$ cat src/rtl/fpu_arbiter_if.sv
// rtl/fpu_arbiter_if.sv - request, FPU operand/result and response signals of the shared-FPU arbiter
interface fpu_arbiter_if;
  logic        req0_valid, req0_ready, req0_op;
  logic [31:0] req0_a, req0_b;
  logic        req1_valid, req1_ready, req1_op;
  logic [31:0] req1_a, req1_b;
  logic        fpu_valid, fpu_op;
  logic [31:0] fpu_a, fpu_b, fpu_result;
  logic        rsp0_valid, rsp0_ready;
  logic [31:0] rsp0_result;
  logic        rsp1_valid, rsp1_ready;
  logic [31:0] rsp1_result;
  logic        busy;

  modport slave (
    input  req0_valid, req0_op, req0_a, req0_b,
    input  req1_valid, req1_op, req1_a, req1_b,
    output req0_ready, req1_ready,
    output fpu_valid, fpu_op, fpu_a, fpu_b,
    input  fpu_result,
    output rsp0_valid, rsp0_result, rsp1_valid, rsp1_result,
    input  rsp0_ready, rsp1_ready,
    output busy
  );

  modport master (
    output req0_valid, req0_op, req0_a, req0_b,
    output req1_valid, req1_op, req1_a, req1_b,
    input  req0_ready, req1_ready,
    input  fpu_valid, fpu_op, fpu_a, fpu_b,
    output fpu_result,
    input  rsp0_valid, rsp0_result, rsp1_valid, rsp1_result,
    output rsp0_ready, rsp1_ready,
    input  busy
  );
endinterface

$ cat src/rtl/fpu_arbiter.sv
// rtl/fpu_arbiter.sv - round-robin sharing of one fixed-latency FPU between two requesters
// Credit (FIFO occupancy + in-flight) guarantees every returning result has a free FIFO slot.
module fpu_arbiter #(
  parameter int LATENCY   = 2,
  parameter int RSP_DEPTH = 4
) (
  input logic          clk,
  input logic          reset,
  fpu_arbiter_if.slave bus
);
  localparam int AW = $clog2(RSP_DEPTH);
  localparam int CW = AW + 1;
  localparam logic [CW:0] DEPTH_C = (CW+1)'(RSP_DEPTH);

  logic [1:0]    req_valid, req_op, rsp_ready;
  logic [31:0]   req_a [2];
  logic [31:0]   req_b [2];
  logic [1:0]    credit, elig, grant, push, pop;
  logic          rr_q, rr_d;
  logic          fpu_valid_q, fpu_op_q, fpu_owner_q;
  logic [31:0]   fpu_a_q, fpu_b_q;
  logic [LATENCY-1:0] sr_valid_q, sr_owner_q;
  logic [CW-1:0] occ_q [2];
  logic [CW-1:0] occ_d [2];
  logic [CW-1:0] inflight_q [2];
  logic [CW-1:0] inflight_d [2];
  logic [AW-1:0] wr_ptr_q [2];
  logic [AW-1:0] rd_ptr_q [2];
  logic [31:0]   mem_q [2][RSP_DEPTH];

  assign req_valid = {bus.req1_valid, bus.req0_valid};
  assign req_op    = {bus.req1_op, bus.req0_op};
  assign rsp_ready = {bus.rsp1_ready, bus.rsp0_ready};
  assign req_a[0]  = bus.req0_a;
  assign req_a[1]  = bus.req1_a;
  assign req_b[0]  = bus.req0_b;
  assign req_b[1]  = bus.req1_b;

  always_comb begin
    credit     = '0;
    push       = '0;
    pop        = '0;
    grant      = '0;
    rr_d       = rr_q;
    occ_d      = occ_q;
    inflight_d = inflight_q;
    for (int n = 0; n < 2; n++) begin
      credit[n] = ({1'b0, occ_q[n]} + {1'b0, inflight_q[n]}) < DEPTH_C;
      push[n]   = sr_valid_q[LATENCY-1] && (sr_owner_q[LATENCY-1] == 1'(n));
      pop[n]    = (occ_q[n] != '0) && rsp_ready[n];
    end
    elig = req_valid & credit & {2{reset}};
    // rr_q names the port that wins the next contention
    if (elig[0] && (!elig[1] || !rr_q)) grant[0] = 1'b1;
    else if (elig[1])                    grant[1] = 1'b1;
    if (grant[0])      rr_d = 1'b1;
    else if (grant[1]) rr_d = 1'b0;
    for (int n = 0; n < 2; n++) begin
      inflight_d[n] = inflight_q[n] + CW'(grant[n]) - CW'(push[n]);
      occ_d[n]      = occ_q[n] + CW'(push[n]) - CW'(pop[n]);
    end
  end

  always_ff @(posedge clk) begin
    if (!reset) begin
      rr_q        <= 1'b0;
      fpu_valid_q <= 1'b0;
      fpu_op_q    <= 1'b0;
      fpu_owner_q <= 1'b0;
      fpu_a_q     <= '0;
      fpu_b_q     <= '0;
      sr_valid_q  <= '0;
      sr_owner_q  <= '0;
      for (int n = 0; n < 2; n++) begin
        occ_q[n]      <= '0;
        inflight_q[n] <= '0;
        wr_ptr_q[n]   <= '0;
        rd_ptr_q[n]   <= '0;
      end
    end else begin
      rr_q        <= rr_d;
      fpu_valid_q <= |grant;
      if (|grant) begin
        fpu_op_q    <= req_op[grant[1]];
        fpu_a_q     <= req_a[grant[1]];
        fpu_b_q     <= req_b[grant[1]];
        fpu_owner_q <= grant[1];
      end
      sr_valid_q[0] <= fpu_valid_q;
      sr_owner_q[0] <= fpu_owner_q;
      for (int i = 1; i < LATENCY; i++) begin
        sr_valid_q[i] <= sr_valid_q[i-1];
        sr_owner_q[i] <= sr_owner_q[i-1];
      end
      for (int n = 0; n < 2; n++) begin
        occ_q[n]      <= occ_d[n];
        inflight_q[n] <= inflight_d[n];
        if (push[n]) wr_ptr_q[n] <= wr_ptr_q[n] + 1'b1;
        if (pop[n])  rd_ptr_q[n] <= rd_ptr_q[n] + 1'b1;
      end
    end
  end

  always_ff @(posedge clk) begin
    for (int n = 0; n < 2; n++) begin
      if (reset && push[n]) mem_q[n][wr_ptr_q[n]] <= bus.fpu_result;
    end
  end

  assign bus.req0_ready  = grant[0];
  assign bus.req1_ready  = grant[1];
  assign bus.fpu_valid   = fpu_valid_q;
  assign bus.fpu_op      = fpu_op_q;
  assign bus.fpu_a       = fpu_a_q;
  assign bus.fpu_b       = fpu_b_q;
  assign bus.rsp0_valid  = occ_q[0] != '0;
  assign bus.rsp1_valid  = occ_q[1] != '0;
  assign bus.rsp0_result = mem_q[0][rd_ptr_q[0]];
  assign bus.rsp1_result = mem_q[1][rd_ptr_q[1]];
  assign bus.busy        = (occ_q[0] | occ_q[1] | inflight_q[0] | inflight_q[1]) != '0;
endmodule

$ cat src/flat_wrapper.sv
// flat-port wrapper written by rule: the top's interface ports become plain ports
module fpu_arbiter_flat 
#(
  parameter int LATENCY   = 2,
  parameter int RSP_DEPTH = 4
)
  (clk, reset, bus_req0_valid, bus_req0_op, bus_req0_a, bus_req0_b, bus_req1_valid, bus_req1_op, bus_req1_a, bus_req1_b, bus_req0_ready, bus_req1_ready, bus_fpu_valid, bus_fpu_op, bus_fpu_a, bus_fpu_b, bus_fpu_result, bus_rsp0_valid, bus_rsp0_result, bus_rsp1_valid, bus_rsp1_result, bus_rsp0_ready, bus_rsp1_ready, bus_busy);
  fpu_arbiter_if bus_i ();
  input logic clk;
  input logic reset;
  input wire logic [$bits(bus_i.req0_valid)-1:0] bus_req0_valid;
  input wire logic [$bits(bus_i.req0_op)-1:0] bus_req0_op;
  input wire logic [$bits(bus_i.req0_a)-1:0] bus_req0_a;
  input wire logic [$bits(bus_i.req0_b)-1:0] bus_req0_b;
  input wire logic [$bits(bus_i.req1_valid)-1:0] bus_req1_valid;
  input wire logic [$bits(bus_i.req1_op)-1:0] bus_req1_op;
  input wire logic [$bits(bus_i.req1_a)-1:0] bus_req1_a;
  input wire logic [$bits(bus_i.req1_b)-1:0] bus_req1_b;
  output wire logic [$bits(bus_i.req0_ready)-1:0] bus_req0_ready;
  output wire logic [$bits(bus_i.req1_ready)-1:0] bus_req1_ready;
  output wire logic [$bits(bus_i.fpu_valid)-1:0] bus_fpu_valid;
  output wire logic [$bits(bus_i.fpu_op)-1:0] bus_fpu_op;
  output wire logic [$bits(bus_i.fpu_a)-1:0] bus_fpu_a;
  output wire logic [$bits(bus_i.fpu_b)-1:0] bus_fpu_b;
  input wire logic [$bits(bus_i.fpu_result)-1:0] bus_fpu_result;
  output wire logic [$bits(bus_i.rsp0_valid)-1:0] bus_rsp0_valid;
  output wire logic [$bits(bus_i.rsp0_result)-1:0] bus_rsp0_result;
  output wire logic [$bits(bus_i.rsp1_valid)-1:0] bus_rsp1_valid;
  output wire logic [$bits(bus_i.rsp1_result)-1:0] bus_rsp1_result;
  input wire logic [$bits(bus_i.rsp0_ready)-1:0] bus_rsp0_ready;
  input wire logic [$bits(bus_i.rsp1_ready)-1:0] bus_rsp1_ready;
  output wire logic [$bits(bus_i.busy)-1:0] bus_busy;
  assign bus_i.req0_valid = bus_req0_valid;
  assign bus_i.req0_op = bus_req0_op;
  assign bus_i.req0_a = bus_req0_a;
  assign bus_i.req0_b = bus_req0_b;
  assign bus_i.req1_valid = bus_req1_valid;
  assign bus_i.req1_op = bus_req1_op;
  assign bus_i.req1_a = bus_req1_a;
  assign bus_i.req1_b = bus_req1_b;
  assign bus_req0_ready = bus_i.req0_ready;
  assign bus_req1_ready = bus_i.req1_ready;
  assign bus_fpu_valid = bus_i.fpu_valid;
  assign bus_fpu_op = bus_i.fpu_op;
  assign bus_fpu_a = bus_i.fpu_a;
  assign bus_fpu_b = bus_i.fpu_b;
  assign bus_i.fpu_result = bus_fpu_result;
  assign bus_rsp0_valid = bus_i.rsp0_valid;
  assign bus_rsp0_result = bus_i.rsp0_result;
  assign bus_rsp1_valid = bus_i.rsp1_valid;
  assign bus_rsp1_result = bus_i.rsp1_result;
  assign bus_i.rsp0_ready = bus_rsp0_ready;
  assign bus_i.rsp1_ready = bus_rsp1_ready;
  assign bus_busy = bus_i.busy;
  fpu_arbiter #(.LATENCY(LATENCY), .RSP_DEPTH(RSP_DEPTH)) u_core (.clk(clk), .reset(reset), .bus(bus_i));
endmodule
$ cat config.mk
export PLATFORM = sky130hd
export DESIGN_NAME = fpu_arbiter_flat
export DESIGN_NICKNAME = d
export VERILOG_FILES = /design/src/rtl/fpu_arbiter_if.sv /design/src/rtl/fpu_arbiter.sv /design/src/flat_wrapper.sv
export SDC_FILE = /design/constraint.sdc
export NUM_CORES = 1
export LEC_CHECK = 0
export BUFFER_PORTS_ARGS = -buffer_cell sky130_fd_sc_hd__buf_2
export CAP_MARGIN = 0
export CORE_MARGIN = 1.5
export CORE_UTILIZATION = 54
export DETAILED_ROUTE_END_ITERATION = 10
export GPL_ROUTABILITY_DRIVEN = 0
export PLACE_DENSITY = 0.75
export SLEW_MARGIN = 20
export SYNTH_ARGS = -nofsm -noshare
export SYNTH_HDL_FRONTEND = slang
export SYNTH_SLANG_ARGS = --single-unit
$ cat constraint.sdc
create_clock -name clk -period 3.8 [get_ports clk]
set_clock_uncertainty 0.1 [all_clocks]
set_input_delay 0.57 -clock clk [delete_from_list [all_inputs] [get_ports clk]]
set_output_delay 0.57 -clock clk [all_outputs]
set_load 0.01 [all_outputs]
; Yosys cells after proc, flatten, opt, wreduce, memory -nomap -nowiden
; Memories as Yosys holds them, arrays and structs flattened.
; Index checks and enable logic that the tools add are counted.
[totals]
reg_bits = 84
mem_bits_rw = 264
in_bits = 168
out_inout_bits = 135
elab_cells = 119
mem_count = 3
[op_classes]
n_addsub = 14
n_lt_le_gt_ge = 10
n_mux = 47
n_bitwise = 15
reduce_logical = 18
[mem_list]
columns = name, depth, width, read_ports, rd_ports_with_merged_regs, write_ports, line_no
row1 = u_core.mem_q, 2, 128, 2, 0, 1, fpu_arbiter.sv:29  ; logic [31:0] mem_q [2][RSP_DEPTH];
row2 = u_core.rd_ptr_q, 2, 2, 2, 0, 2, fpu_arbiter.sv:28  ; logic [AW-1:0] rd_ptr_q [2];
row3 = u_core.wr_ptr_q, 2, 2, 2, 0, 2, fpu_arbiter.sv:27  ; logic [AW-1:0] wr_ptr_q [2];
[op_table]
columns = op, n
row1 = 128-bit 2-to-1 mux, 4
row2 = 32-bit 2-to-1 mux, 12
row3 = 32-bit binary-select mux with 2-bit select, 2
row4 = 32-bit demux with 2-bit select, 2
row5 = 128-bit OR reduction, 1
row6 = 1-bit 2-to-1 mux, 23
row7 = 3-bit by 1-bit adder with 3-bit output, 4
row8 = "3-bit greater-or-equal comparator, second input constant", 4
row9 = 2-bit NOT with 3-bit output, 4
row10 = 3-bit by 1-bit subtractor with 3-bit output, 4
row11 = 1-bit logical AND, 9
row12 = 3-bit bitwise OR, 3
row13 = 3-bit nonzero test, 3
row14 = "2-bit by 1-bit adder with 2-bit output, second input constant", 4
row15 = 3-bit by 3-bit adder with 4-bit output, 2
row16 = "4-bit by 3-bit < comparator with 1-bit output, second input constant", 2
row17 = 2-bit 2-to-1 mux, 4
row18 = "3-bit by 1-bit < comparator with 1-bit output, second input constant", 2
row19 = 2-bit AND, 2
row20 = 1-bit bitwise OR, 4
row21 = "2-bit greater-or-equal comparator, second input constant", 1
row22 = 1-bit logical NOT, 2
row23 = "1-bit by 2-bit < comparator with 1-bit output, second input constant", 1
row24 = 1-bit NOT with 2-bit output, 1
row25 = other kinds (4), 4

; Longest topological paths before layout
; Gate-level depths: netlist of run 1.
[logic_depth]
depth_word = 12
depth_mapped = 15
ltp_nobuf = 12

; Worst setup path after synthesis of run 1
; No wires, ideal clock.
[synth_timing]
kind = register to register
start = reg u_core.inflight_q[5] (netlist bit)
end = reg u_core.inflight_q[5] (netlist bit)
setup_ns = 0.115
t_arrival_ns = 2.735
t_required_ns = 3.585
setup_slack_ns = 0.850
path_stages_with_launch = 15
path_buffers = 3
period_less_slack_ns = 2.950
path_cell_list = dfxtp_1 -> ha_1 -> nor4bb_4 -> and3_1 -> buf_2 -> buf_4 -> buf_2 -> nand2_1 -> ha_1 -> inv_1 -> ha_1 -> inv_1 -> fa_1 -> xnor2_1 -> and2_1
[synth_via]
elab_chain_cells = 8
[synth_lines]
columns = item, line_no
row1 = start: declaration, fpu_arbiter.sv:25  ; logic [CW-1:0] inflight_q [2];
row2 = start signal: indexed assignment, fpu_arbiter.sv:97  ; inflight_q[n] <= inflight_d[n];
row3 = 3-bit by 3-bit adder with 4-bit output, fpu_arbiter.sv:48  ; credit[n] = ({1'b0, occ_q[n]} + {1'b0, inflight_q[n]}) < DEPTH_C;
row4 = 4-bit by 3-bit < comparator with 1-bit output, fpu_arbiter.sv:48
row5 = 2-bit AND (2 in series), fpu_arbiter.sv:52  ; elig = req_valid & credit & {2{reset}};
row6 = 1-bit logical AND, fpu_arbiter.sv:54  ; if (elig[0] && (!elig[1] || !rr_q)) grant[0] = 1'b1;
row7 = 1-bit 2-to-1 mux, fpu_arbiter.sv:54
row8 = 3-bit by 1-bit adder with 3-bit output (*), fpu_arbiter.sv:59  ; inflight_d[n] = inflight_q[n] + CW'(grant[n]) - CW'(push[n]);
row9 = 3-bit by 1-bit subtractor with 3-bit output (*), fpu_arbiter.sv:59
; Mark *: on every way between the ends. The rest lies on a longest branch, timed or not.
; A chain may end at the register's enable or synchronous reset.

; Final worst setup path of run 1
[layout_timing]
start = reg u_core.inflight_q[5] (netlist bit)
end = out bus_req0_ready
[layout_via]
elab_chain_cells = 6
[layout_lines]
columns = item, line_no
row1 = 3-bit by 3-bit adder with 4-bit output, fpu_arbiter.sv:48
row2 = 4-bit by 3-bit < comparator with 1-bit output, fpu_arbiter.sv:48
row3 = 2-bit AND (2 in series), fpu_arbiter.sv:52
row4 = 1-bit logical AND, fpu_arbiter.sv:54
row5 = 1-bit 2-to-1 mux, fpu_arbiter.sv:54
row6 = end: declaration, flat_wrapper.sv:19  ; output wire logic [$bits(bus_i.req0_ready)-1:0] bus_req0_ready;
; Every way passes these cells.

==> metrics.csv, run 1 <==
stage;metric;value;unit
clock_tree;post-cts sizing count;0;
drt;post-route antenna net violation count;0;
floorplanning;die area;0.02662;mm^2
setup_path;cell family with most CP delay;simple AND/OR/NAND/NOR gates;
finish;share of layout cells above drive strength 1;38.16;%
floorplanning;standard-cell rows;58;
placement;hpwl dp;20850;um
finish;Nets;1340;
timing;Fin. Hold Viols;0;
drt;Vias/cell;5.917;
setup_path;R2R cell count;6;
global_routing;vias in the first global route;9092;
power_and_ir_drop;Peak VDD IR;0.0004232;V
timing;final worst path period share;83.66;%
global_routing;first-pass GRT wire length;51520;um
floorplanning;die width;163.1;um
timing;final slew viol count;0;
yosys;cell taking the most area after synthesis;edfxtp_1;
finish;most frequent cells in the layout;buf_2 (302), edfxtp_1 (264), dfxtp_1 (84);
worst_hold_path;worst min-delay path endpoint;u_core.mem_q[0][48];
setup_path;Crit Reg-Reg Endpoint;u_core.bus.fpu_b[6];
timing;# setup viols final;0;
clock_tree;clk sinks;348;
setup_path;crit-path cells;ha_1 -> nor4bb_4 -> and3_2 -> buf_4 -> and2_1 -> buf_2;
setup_path;Startpoint Class;register;
global_routing;initial antenna violation count;9;
clock_tree;clock tree from TritonCTS;built;
clock_tree;clock slew at reported path FFs;0.06;ns
yosys;average cell area after synthesis;15.92;um^2
clock_tree;clk_lat worst skew;0.50;ns
timing;final worst path period need;3.179;ns
placement;IO Port Bufs;302;
yosys;synth warn;0;
yosys;top cells by area, synth;edfxtp_1 (57%), dfxtp_1 (12%), mux4_2 (10%);
clock_tree;Clock Tree Root;clkbuf_16;
setup_path;CP Data Required Time;3.13;ns
global_routing;GRT Total Usage;25.78;%
timing;Peak Freq;314.6;MHz
yosys;Netlist Area Pre-Place;0.01385;mm^2
drt;DR vias;8940;
worst_hold_path;Hold Path Depth;1;
setup_path;worst path buffer plus inverter count;2;
status;run status;completed;
yosys;sequential share of the synthesized area;69.38;%
yosys;flop and latch count out of synthesis;348;
clock_tree;hold bufs inserted after CTS;0;
drt;Residual DRC;0;
job;Max Cap Viol;0;
yosys;Yosys top cell area share;57.24;%
drt;wire per inst;22.66;um
timing;worst slew pin tran;1.057;ns
yosys;Synth Instances;870;
timing;Slew HR;29.51;%
power_and_ir_drop;static leakage;6.140;nW
global_routing;largest net degree at the start of global routing;130;
clock_tree;TritonCTS Buffers;36;
clock_tree;postcts setup bufs;0;
setup_path;Crit Path Max Fanout;42;
setup_path;Crit Path Category;register to output pin;
floorplanning;Die Y;163.1;um
timing;RSZ-0062 raised after global routing;false;
setup_path;critical path capture point type;output pin;
global_routing;total global routing overflow;0;
finish;Finished Layout Cells;1511;
finish;Layout fillers;1725;
setup_path;Worst EP arrival;2.51;ns
floorplanning;core area;0.02518;mm^2
finish;Layout area overhead;20.72;%
worst_hold_path;Hold Path Class;input port to register;
setup_path;Worst path max stage delay;0.39;ns
yosys;post-synth cell types;30;
setup_path;Worst R2R Setup Slack;0.93;ns
drt;Initial DRT Pass Iterations;4;
floorplanning;I/O pin count;303;
drt;DRT iter0 DRCs;816;
clock_tree;number of H-tree levels;2;
setup_path;Worst path slowest cell;buf_4;
finish;most common cell after layout, fill and taps aside;buf_2;
timing;setup TNS;0;ns
worst_hold_path;hold wc startpoint;bus_fpu_result[16];
placement;DP Cell Count;1440;
floorplanning;initial core utilization;55.00;%
power_and_ir_drop;pwr/cell area;671.2;mW/mm^2
setup_path;RR Startpoint;u_core.inflight_q[2];
drt;final wirelength;34230;um
clock_tree;Clock Tree Buf Depth;3;
yosys;synthesized net count;1062;
[cells in the mapped netlist]
library cell / count
or3_1: 3
a31oi_1: 66
ha_1: 20
mux4_2: 64
dfxtp_1: 84
nor4bb_4: 1
buf_4: 2
buf_6: 5
buf_2: 23
or2_4: 1
o21ai_1: 7
nor2b_1: 4
nand2_1: 9
xnor2_1: 9
clkbuf_1: 46
fa_1: 4
nand2b_1: 3
a211oi_1: 65
and4bb_1: 1
a21oi_1: 1
nor4_1: 1
o21ai_0: 60
edfxtp_1: 264
inv_1: 19
nand3_1: 69
xor2_1: 1
and2_1: 19
and3_1: 10
buf_1: 2
nor2_1: 7
[power breakdown]
group | leakage [nW] | switching [mW] | internal [mW]
registers | 3.09 | 0.301 | 4.54
logic | 2.51 | 1.69 | 1.36
clock network | 0.546 | 1.40 | 1.93
[through the flow]
| step | power [mW] | cell area (um^2) | hold slack (ns) | util (%) | worst slack [ns] |
|---|---|---|---|---|---|
| 2_1_floorplan | 6.834 | 13850 | 0.2996 | - | 0.8501 |
| 3_3_place_gp | 7.916 | 15590 | 0.3170 | 61.92 | 0.8183 |
| 3_5_place_dp | 7.967 | 15590 | 0.3206 | 61.92 | 0.7520 |
| 4_1_cts | 11.28 | 16700 | 0.2075 | 66.33 | 0.5728 |
| 5_1_grt | 11.74 | 16720 | 0.2238 | 66.39 | 0.4740 |
| 6_report | 11.22 | 16720 | 0.2234 | 66.40 | 0.6210 |
[worst max path at each step]
stage | from | end | cells past startpoint
6_report | u_core.inflight_q[5] | bus_req0_ready | 6
2_1_floorplan | u_core.inflight_q[5] | u_core.inflight_q[5] | 14
3_5_place_dp | reset | u_core.bus.fpu_b[6] | 6
4_1_cts | u_core.inflight_q[5] | bus_req0_ready | 6
3_3_place_gp | reset | u_core.bus.fpu_b[4] | 6
5_1_grt | u_core.inflight_q[5] | bus_req0_ready | 6
[worst register-to-register path: cells and delay by family (launching register included)]
family                   cells  cell delay, ns
AND/OR/NAND/NOR              3            1.35
buffers and inverters        1            0.40
flip-flops                   1            0.39
adder cells (fa/ha/maj)      1            0.25
AO/OA/AOI/OAI                1            0.23
[kinds of logic after synthesis]
kind of cell | after synthesis | synth area share, %
flip-flops | 348 | 69.38
AO/OA/AOI/OAI | 199 | 8.962
AND/OR/NAND/NOR | 128 | 5.068
buffers and inverters | 97 | 3.162
multiplexers | 64 | 10.41
adder cells (fa/ha/maj) | 24 | 2.385
XOR/XNOR | 10 | 0.6324
[registers in the layout, summed over array words and instances, names as in the netlist]
register and flops:
u_core.mem_q 256, u_core.bus.fpu_a 32, u_core.bus.fpu_b 32, u_core.inflight_q 6, u_core.occ_q 6, u_core.rd_ptr_q 4
u_core.wr_ptr_q 4, u_core.sr_owner_q 2, u_core.sr_valid_q 2, u_core.bus.fpu_op 1, u_core.bus.fpu_valid 1, u_core.fpu_owner_q 1
u_core.rr_q 1
[per-layer routing]
layer | track usage, % | vias up | wire (um)
met2 | 44.49 | 405 | 17560
met3 | 6.069 | 60 | 2631
met4 | 8.757 | 4 | 884
met5 | 0 | - | 25
li1 | - | 4019 | -
met1 | 31.94 | 4452 | 13130
[final cells by class]
class	count	area (um^2)	share of cell area [%]
diodes	7	17.52	0.1048
well taps	330	412.9	2.470
flip-flops and latches	348	9609	57.47
clock inverters	17	147.6	0.8830
clock buffers	47	962.2	5.755
inverters	19	71.32	0.4266
multi-input cells	425	3830	22.91
repair buffers	318	1669	9.983
No activity file was read; power rests on OpenSTA's default activity.
==> inputs of run 2 (changes only) <==
--- a/config.mk
+++ b/config.mk
@@ -5,13 +5,14 @@
 export SDC_FILE = /design/constraint.sdc
 export NUM_CORES = 1
 export LEC_CHECK = 0
+export ABC_AREA = 1
 export BUFFER_PORTS_ARGS = -buffer_cell sky130_fd_sc_hd__buf_2
 export CAP_MARGIN = 0
 export CORE_MARGIN = 1.5
-export CORE_UTILIZATION = 54
+export CORE_UTILIZATION = 49
 export DETAILED_ROUTE_END_ITERATION = 10
 export GPL_ROUTABILITY_DRIVEN = 0
-export PLACE_DENSITY = 0.75
+export PLACE_DENSITY = 0.72
 export SLEW_MARGIN = 20
 export SYNTH_ARGS = -nofsm -noshare
 export SYNTH_HDL_FRONTEND = slang
==> constraint.sdc (replaced) <==
create_clock -name clk -period 2.8 [get_ports clk]
set_clock_uncertainty 0.1 [all_clocks]
set_input_delay 0.42 -clock clk [delete_from_list [all_inputs] [get_ports clk]]
set_output_delay 0.42 -clock clk [all_outputs]
set_load 0.01 [all_outputs]
==> run 2 against run 1 <==
Synthesized area increased by 2.3%; die area is 13% higher; synthesized cell count rose by 56%; total power up 44%; count of clock-buffer cells in the layout down 5; sequential share of layout area fell by 3.1 points.
==> metrics.csv, run 2 <==
stage;metric;value;unit;change
clock_tree;clk sinks;348;;unchanged
yosys;sequential share of the synthesized area;67.80;%;-1.6 points
timing;# setup viols final;0;;unchanged
finish;fin area;0.01768;mm^2;+5.7%
yosys;Synth Flop Type;edfxtp_1;;
setup_path;Crit Path Category;register to register;;
global_routing;largest net degree at the start of global routing;67;;-48%
yosys;count leader, synth;nand2_1;;
finish;Nets;1850;;+38%
timing;final worst path period need;2.696;ns;
clock_tree;clock tree from TritonCTS;built;;
setup_path;Crit Path Max Fanout;4;;-90%
timing;Peak Freq;371.0;MHz;
timing;final slew viol count;0;;unchanged
placement;DP Cell Count;1996;;+39%
clock_tree;clock slew at reported path FFs;0.06;ns;about the same
yosys;cell taking the most area after synthesis;edfxtp_1;;
floorplanning;initial core utilization;49.65;%;-5.3 points
setup_path;CP Data Required Time;3.14;ns;about the same
placement;IO Port Bufs;302;;unchanged
timing;Fin. Hold Viols;0;;unchanged
drt;final wirelength;35750;um;+4.4%
finish;max reg flops;256;;unchanged
floorplanning;I/O pin count;303;;unchanged
yosys;top post-synthesis cells by count;nand2_1 (273), edfxtp_1 (264), inv_1 (179), o21ai_0 (178), nor2_1 (157);;
global_routing;GRT Total Usage;22.99;%;-2.8 points
yosys;Post-synth EDFFs;264;;unchanged
global_routing;initial antenna violation count;2;;-7
timing;RSZ-0062 raised after global routing;true;;
floorplanning;core area;0.02855;mm^2;+13%
floorplanning;Die Y;173.1;um;+6.1%
clock_tree;hold bufs inserted after CTS;0;;unchanged
finish;most common cell after layout, fill and taps aside;buf_2;;
timing;Slew HR;50.03;%;+21 points
finish;Finished Layout Cells;2070;;+37%
yosys;Synth Instances;1354;;+56%
drt;wire per inst;17.27;um;-24%
drt;Vias/cell;5.107;;-14%
setup_path;Startpoint Class;register;;
drt;DR vias;10570;;+18%
timing;final worst path period share;96.27;%;
power_and_ir_drop;pwr/cell area;915.4;mW/mm^2;+36%
clock_tree;clk_lat worst skew;0.52;ns;+0.02 ns
drt;post-route antenna net violation count;0;;unchanged
clock_tree;Clock Tree Root;clkbuf_16;;
yosys;Netlist Area Pre-Place;0.01417;mm^2;+2.3%
clock_tree;TritonCTS Buffers;37;;+2.8%
clock_tree;number of H-tree levels;2;;unchanged
global_routing;vias in the first global route;10370;;+14%
global_routing;total global routing overflow;0;;unchanged
floorplanning;die area;0.02996;mm^2;+13%
drt;DRT iter0 DRCs;758;;-7.1%
yosys;synthesized net count;1546;;+46%
yosys;flop and latch count out of synthesis;348;;unchanged
job;Max Cap Viol;0;;unchanged
yosys;post-synth cell types;25;;-17%
power_and_ir_drop;Peak VDD IR;0.0005047;V;+19%
yosys;synth warn;0;;unchanged
finish;Layout area overhead;24.72;%;
floorplanning;standard-cell rows;62;;+6.9%
finish;most frequent cells in the layout;buf_2 (302), nand2_1 (272), edfxtp_1 (264);;
floorplanning;die width;173.1;um;+6.1%
placement;DP Area;0.01619;mm^2;+3.8%
drt;Initial DRT Pass Iterations;6;;+2
timing;setup TNS;0;ns;unchanged
status;run status;completed;;
yosys;average cell area after synthesis;10.47;um^2;-34%
clock_tree;Clock Tree Buf Depth;3;;unchanged
worst_hold_path;Hold Path Class;input port to register;;
drt;Residual DRC;0;;unchanged
setup_path;critical path capture point type;register;;
power_and_ir_drop;static leakage;7.889;nW;+28%
setup_path;Worst EP arrival;3.04;ns;+0.53 ns
global_routing;first-pass GRT wire length;54170;um;+5.1%
yosys;asr flop ratio synth;0;%;unchanged
timing;worst slew pin tran;0.7418;ns;-0.3156 ns
yosys;top cells by area, synth;edfxtp_1 (56%), dfxtp_1 (12%), nand2_1 (7.2%);;
yosys;Yosys top cell area share;55.93;%;-1.3 points
power_and_ir_drop;Final Total Pwr;16.18;mW;+44%
placement;hpwl dp;22050;um;+5.8%
finish;share of layout cells above drive strength 1;24.75;%;-13 points
[run 2: cell types whose count changed in the layout (fill, tap and decap cells not counted), sizes merged, moves of 65 or more]
cell    delta
nand2    +264
inv      +162
nor2     +151
o21ai    +113
a31oi     -66
a211oi    -65
[run 2: layout make-up]
type	instances	area (um^2)
Antenna cell	1	2.502
Clock buffer	42	965.9
Clock inverter	24	372.9
Fill cell	2376	10870
Inverter	181	679.4
Multi-Input combinational cell	753	3636
Sequential cell	348	9613
Tap cell	384	480.5
Timing Repair Buffer	337	1927
[run 2: through the flow]
step / setup slack, ns / util [%] / hold WS, ns
2_1_floorplan: 0.05602 / - / 0.2905
3_5_place_dp: 0.1574 / 56.72 / 0.3005
5_1_grt: -0.01170 / 61.91 / 0.06350
3_3_place_gp: 0.2245 / 56.72 / 0.2970
4_1_cts: 0.007848 / 61.51 / 0.05028
6_report: 0.1044 / 61.92 / 0.06610
[run 2: repair_timing]
action                                  in CTS  in global routing
gates cloned                                 0                  3
pin swaps                                    0                  3
endpoints found under the setup margin       2                  4
resized for setup                            7                  5
buffers inserted                             0                  4
[run 2: logic make-up after synthesis]
family	share of synthesized area, %
buffers and inverters	7.168
and+or+nand+nor	12.94
xor gates and xnor gates	0.3090
adders and majority gates	2.331
AOI/OAI and AO/OA	9.454
DFF	67.80
[run 2: power by group]
group | internal, mW | total (mW) | switching, mW
Sequential | 6.08 | 6.40 | 0.312
Combinational | 1.61 | 4.45 | 2.83
Clock | 3.33 | 5.34 | 2.01
[run 2: metal layers]
layer,routed length (um),global-route usage (%)
met1,14030,27.42
met2,17600,40.14
met3,3061,6.266
met4,1053,7.935
met5,12,0
[run 2: worst paths after layout]
| path | startpoint | endpoint | slack [ns] | cells after the start |
|---|---|---|---|---|
| setup / recovery | u_core.inflight_q[2] | u_core.inflight_q[5] | 0.10 | 13 |
| hold / removal | bus_req0_b[11] | u_core.bus.fpu_b[11] | 0.07 | 5 |
| setup reg to reg | u_core.inflight_q[2] | u_core.inflight_q[5] | 0.10 | 13 |
| hold reg to reg | u_core.sr_owner_q[0] | u_core.sr_owner_q[1] | 0.31 | 2 |
[run 2: worst max-delay path, cell delays in order, from the launching register on]
cell and delay (ns):
dfxtp_1 0.34, ha_1 0.29, nand3b_1 0.20, nor2_4 0.17, nand2_1 0.08, nand2_2 0.12
ha_1 0.24, inv_1 0.06, ha_1 0.15, inv_1 0.06, fa_1 0.38, xor2_1 0.16
buf_4 0.14, a21oi_1 0.13
==> inputs of run 3 (changes only) <==
--- a/config.mk
+++ b/config.mk
@@ -9,10 +9,11 @@
 export BUFFER_PORTS_ARGS = -buffer_cell sky130_fd_sc_hd__buf_2
 export CAP_MARGIN = 0
 export CORE_MARGIN = 1.5
-export CORE_UTILIZATION = 49
+export CORE_UTILIZATION = 30
 export DETAILED_ROUTE_END_ITERATION = 10
 export GPL_ROUTABILITY_DRIVEN = 0
-export PLACE_DENSITY = 0.72
+export PLACE_DENSITY = 0.47
+export SKIP_CTS_REPAIR_TIMING = 1
 export SLEW_MARGIN = 20
 export SYNTH_ARGS = -nofsm -noshare
 export SYNTH_HDL_FRONTEND = slang
==> run 3 against run 2 <==
Die area is 62% higher; core utilization decreased by 23 points; clock power about the same; global-route usage fell by 7.0 points; cell count up 11%; via count down 2.8%; critical path type is now register to output pin; largest cell class unchanged.
==> metrics.csv, run 3 (same netlist as run 2, synthesis figures left out) <==
stage;metric;value;unit;change
power_and_ir_drop;static leakage;7.899;nW;+0.12%
floorplanning;I/O pin count;303;;unchanged
floorplanning;standard-cell rows;79;;+27%
status;run status;completed;;
setup_path;Worst EP arrival;2.23;ns;-0.81 ns
finish;fin area;0.01799;mm^2;+1.8%
drt;Initial DRT Pass Iterations;5;;-1
clock_tree;clock slew at reported path FFs;0.06;ns;about the same
timing;# setup viols final;0;;unchanged
timing;final worst path period need;2.752;ns;+0.05640 ns
global_routing;initial antenna violation count;7;;+5
finish;max reg flops;256;;unchanged
setup_path;crit-path most repeated cell;inv_1;;
floorplanning;die width;220.4;um;+27%
finish;most common cell after layout, fill and taps aside;buf_2;;
placement;hpwl dp;25050;um;+14%
setup_path;Startpoint Class;register;;
floorplanning;initial core utilization;30.44;%;-19 points
clock_tree;clock tree from TritonCTS;built;;
setup_path;CP Data Required Time;2.28;ns;-0.86 ns
drt;post-route antenna net violation count;0;;unchanged
drt;wire per inst;17.10;um;-1.0%
finish;most frequent cells in the layout;buf_2 (302), nand2_1 (272), edfxtp_1 (264);;
clock_tree;clk_lat worst skew;0.54;ns;+0.02 ns
global_routing;GRT Total Usage;16.00;%;-7.0 points
global_routing;M3 GR Usage;4.756;%;-1.5 points
floorplanning;core area;0.04656;mm^2;+63%
global_routing;total global routing overflow;0;;unchanged
finish;Layout area overhead;26.95;%;
power_and_ir_drop;pwr/cell area;904.4;mW/mm^2;-1.2%
placement;IO Port Bufs;302;;unchanged
global_routing;vias in the first global route;10290;;-0.82%
timing;RSZ-0062 raised after global routing;true;;
drt;DRT iter0 DRCs;567;;-25%
clock_tree;TritonCTS Buffers;41;;+11%
clock_tree;Clock Tree Root;clkbuf_16;;
setup_path;crit-path cells;ha_1 -> inv_1 -> nand2_1 -> nor2_1 -> nand3_1 -> o21ai_4 -> buf_12 -> inv_1 -> buf_2;;
drt;final wirelength;39360;um;+10%
drt;Vias/cell;4.464;;-13%
clock_tree;Clock Tree Buf Depth;3;;unchanged
timing;worst slew pin tran;1.036;ns;+0.2939 ns
global_routing;first-pass GRT wire length;58990;um;+8.9%
floorplanning;die area;0.04856;mm^2;+62%
timing;final worst path period share;98.29;%;+2.0 points
power_and_ir_drop;Peak VDD IR;0.0004234;V;-16%
finish;share of layout cells above drive strength 1;24.75;%;about the same
global_routing;GRT busiest layer;met2;;
setup_path;Crit Path Category;register to output pin;;
placement;DP Cell Count;2224;;+11%
global_routing;M1 GR Usage;19.42;%;-8.0 points
setup_path;critical path capture point type;output pin;;
job;Max Cap Viol;0;;unchanged
clock_tree;clk sinks;348;;unchanged
worst_hold_path;Hold Path Class;input port to register;;
global_routing;largest net degree at the start of global routing;67;;unchanged
timing;Peak Freq;363.4;MHz;-2.0%
clock_tree;number of H-tree levels;2;;unchanged
floorplanning;Die Y;220.4;um;+27%
drt;Residual DRC;0;;unchanged
setup_path;Worst path slowest cell;dfxtp_1;;
placement;DP Area;0.01656;mm^2;+2.3%
timing;Fin. Hold Viols;0;;unchanged
finish;Finished Layout Cells;2302;;+11%
drt;DR vias;10280;;-2.8%
setup_path;Crit Path Max Fanout;66;;+62
timing;setup TNS;0;ns;unchanged
finish;Nets;1854;;+0.22%
setup_path;Worst R2R Setup Slack;0.15;ns;+0.05 ns
finish;Layout fillers;4651;;+96%
global_routing;GRT met2 Usage;26.77;%;-13 points
timing;Slew HR;30.79;%;-19 points
timing;final slew viol count;0;;unchanged
setup_path;Worst path max stage delay;0.33;ns;-0.05 ns
[run 3: worst paths after layout]
kind / from / end / cells past startpoint
worst min register to register: u_core.sr_valid_q[0] / u_core.sr_valid_q[1] / 2
worst max register to register: u_core.inflight_q[2] / u_core.inflight_q[2] / 12
worst min-delay path: bus_req0_b[15] / u_core.bus.fpu_b[15] / 5
worst max-delay path: u_core.inflight_q[5] / bus_req1_ready / 9
[run 3: per-layer routing]
layer / wire length [um] / vias to the layer above
li1: - / 5116
met1: 16590 / 4741
met2: 18620 / 342
met3: 2981 / 68
met4: 1113 / 10
met5: 53 / -
[run 3: worst max-delay path: cells and delay by family (launching register included)]
kind,cells,cell delay [ns]
AO/OA/AOI/OAI,1,0.19
adder cells (fa/ha/maj),1,0.29
buffers and inverters,4,0.52
flip-flops,1,0.33
AND/OR/NAND/NOR,3,0.30
[run 3: power breakdown]
part	internal (mW)	switching (mW)	total, mW
Clock	3.21	2.15	5.35
Combinational	1.61	2.91	4.52
Sequential	6.08	0.319	6.40
[run 3: cell type report]
class / instances / area [um^2] / area share [%]
Antenna cell: 2 / 5.005 / 0.02781
Clock buffer: 54 / 1159 / 6.439
Clock inverter: 20 / 202.7 / 1.126
Inverter: 181 / 683.2 / 3.797
Multi-Input combinational cell: 753 / 3626 / 20.15
Sequential cell: 348 / 9609 / 53.40
Tap cell: 607 / 759.5 / 4.221
Timing Repair Buffer: 337 / 1949 / 10.83
[run 3: metrics by stage]
step / power (mW) / utilization [%] / hold WS (ns) / setup WS (ns)
after floorplan: 9.019 / - / 0.2905 / 0.05602
after global routing: 17.26 / 38.64 / 0.02626 / -0.1446
after CTS: 16.48 / 38.49 / -0.003999 / -0.2835
final: 16.27 / 38.65 / 0.03405 / 0.04799
after global placement: 11.02 / 35.57 / 0.3106 / 0.1712
after detailed placement: 11.03 / 35.57 / 0.3031 / 0.1631
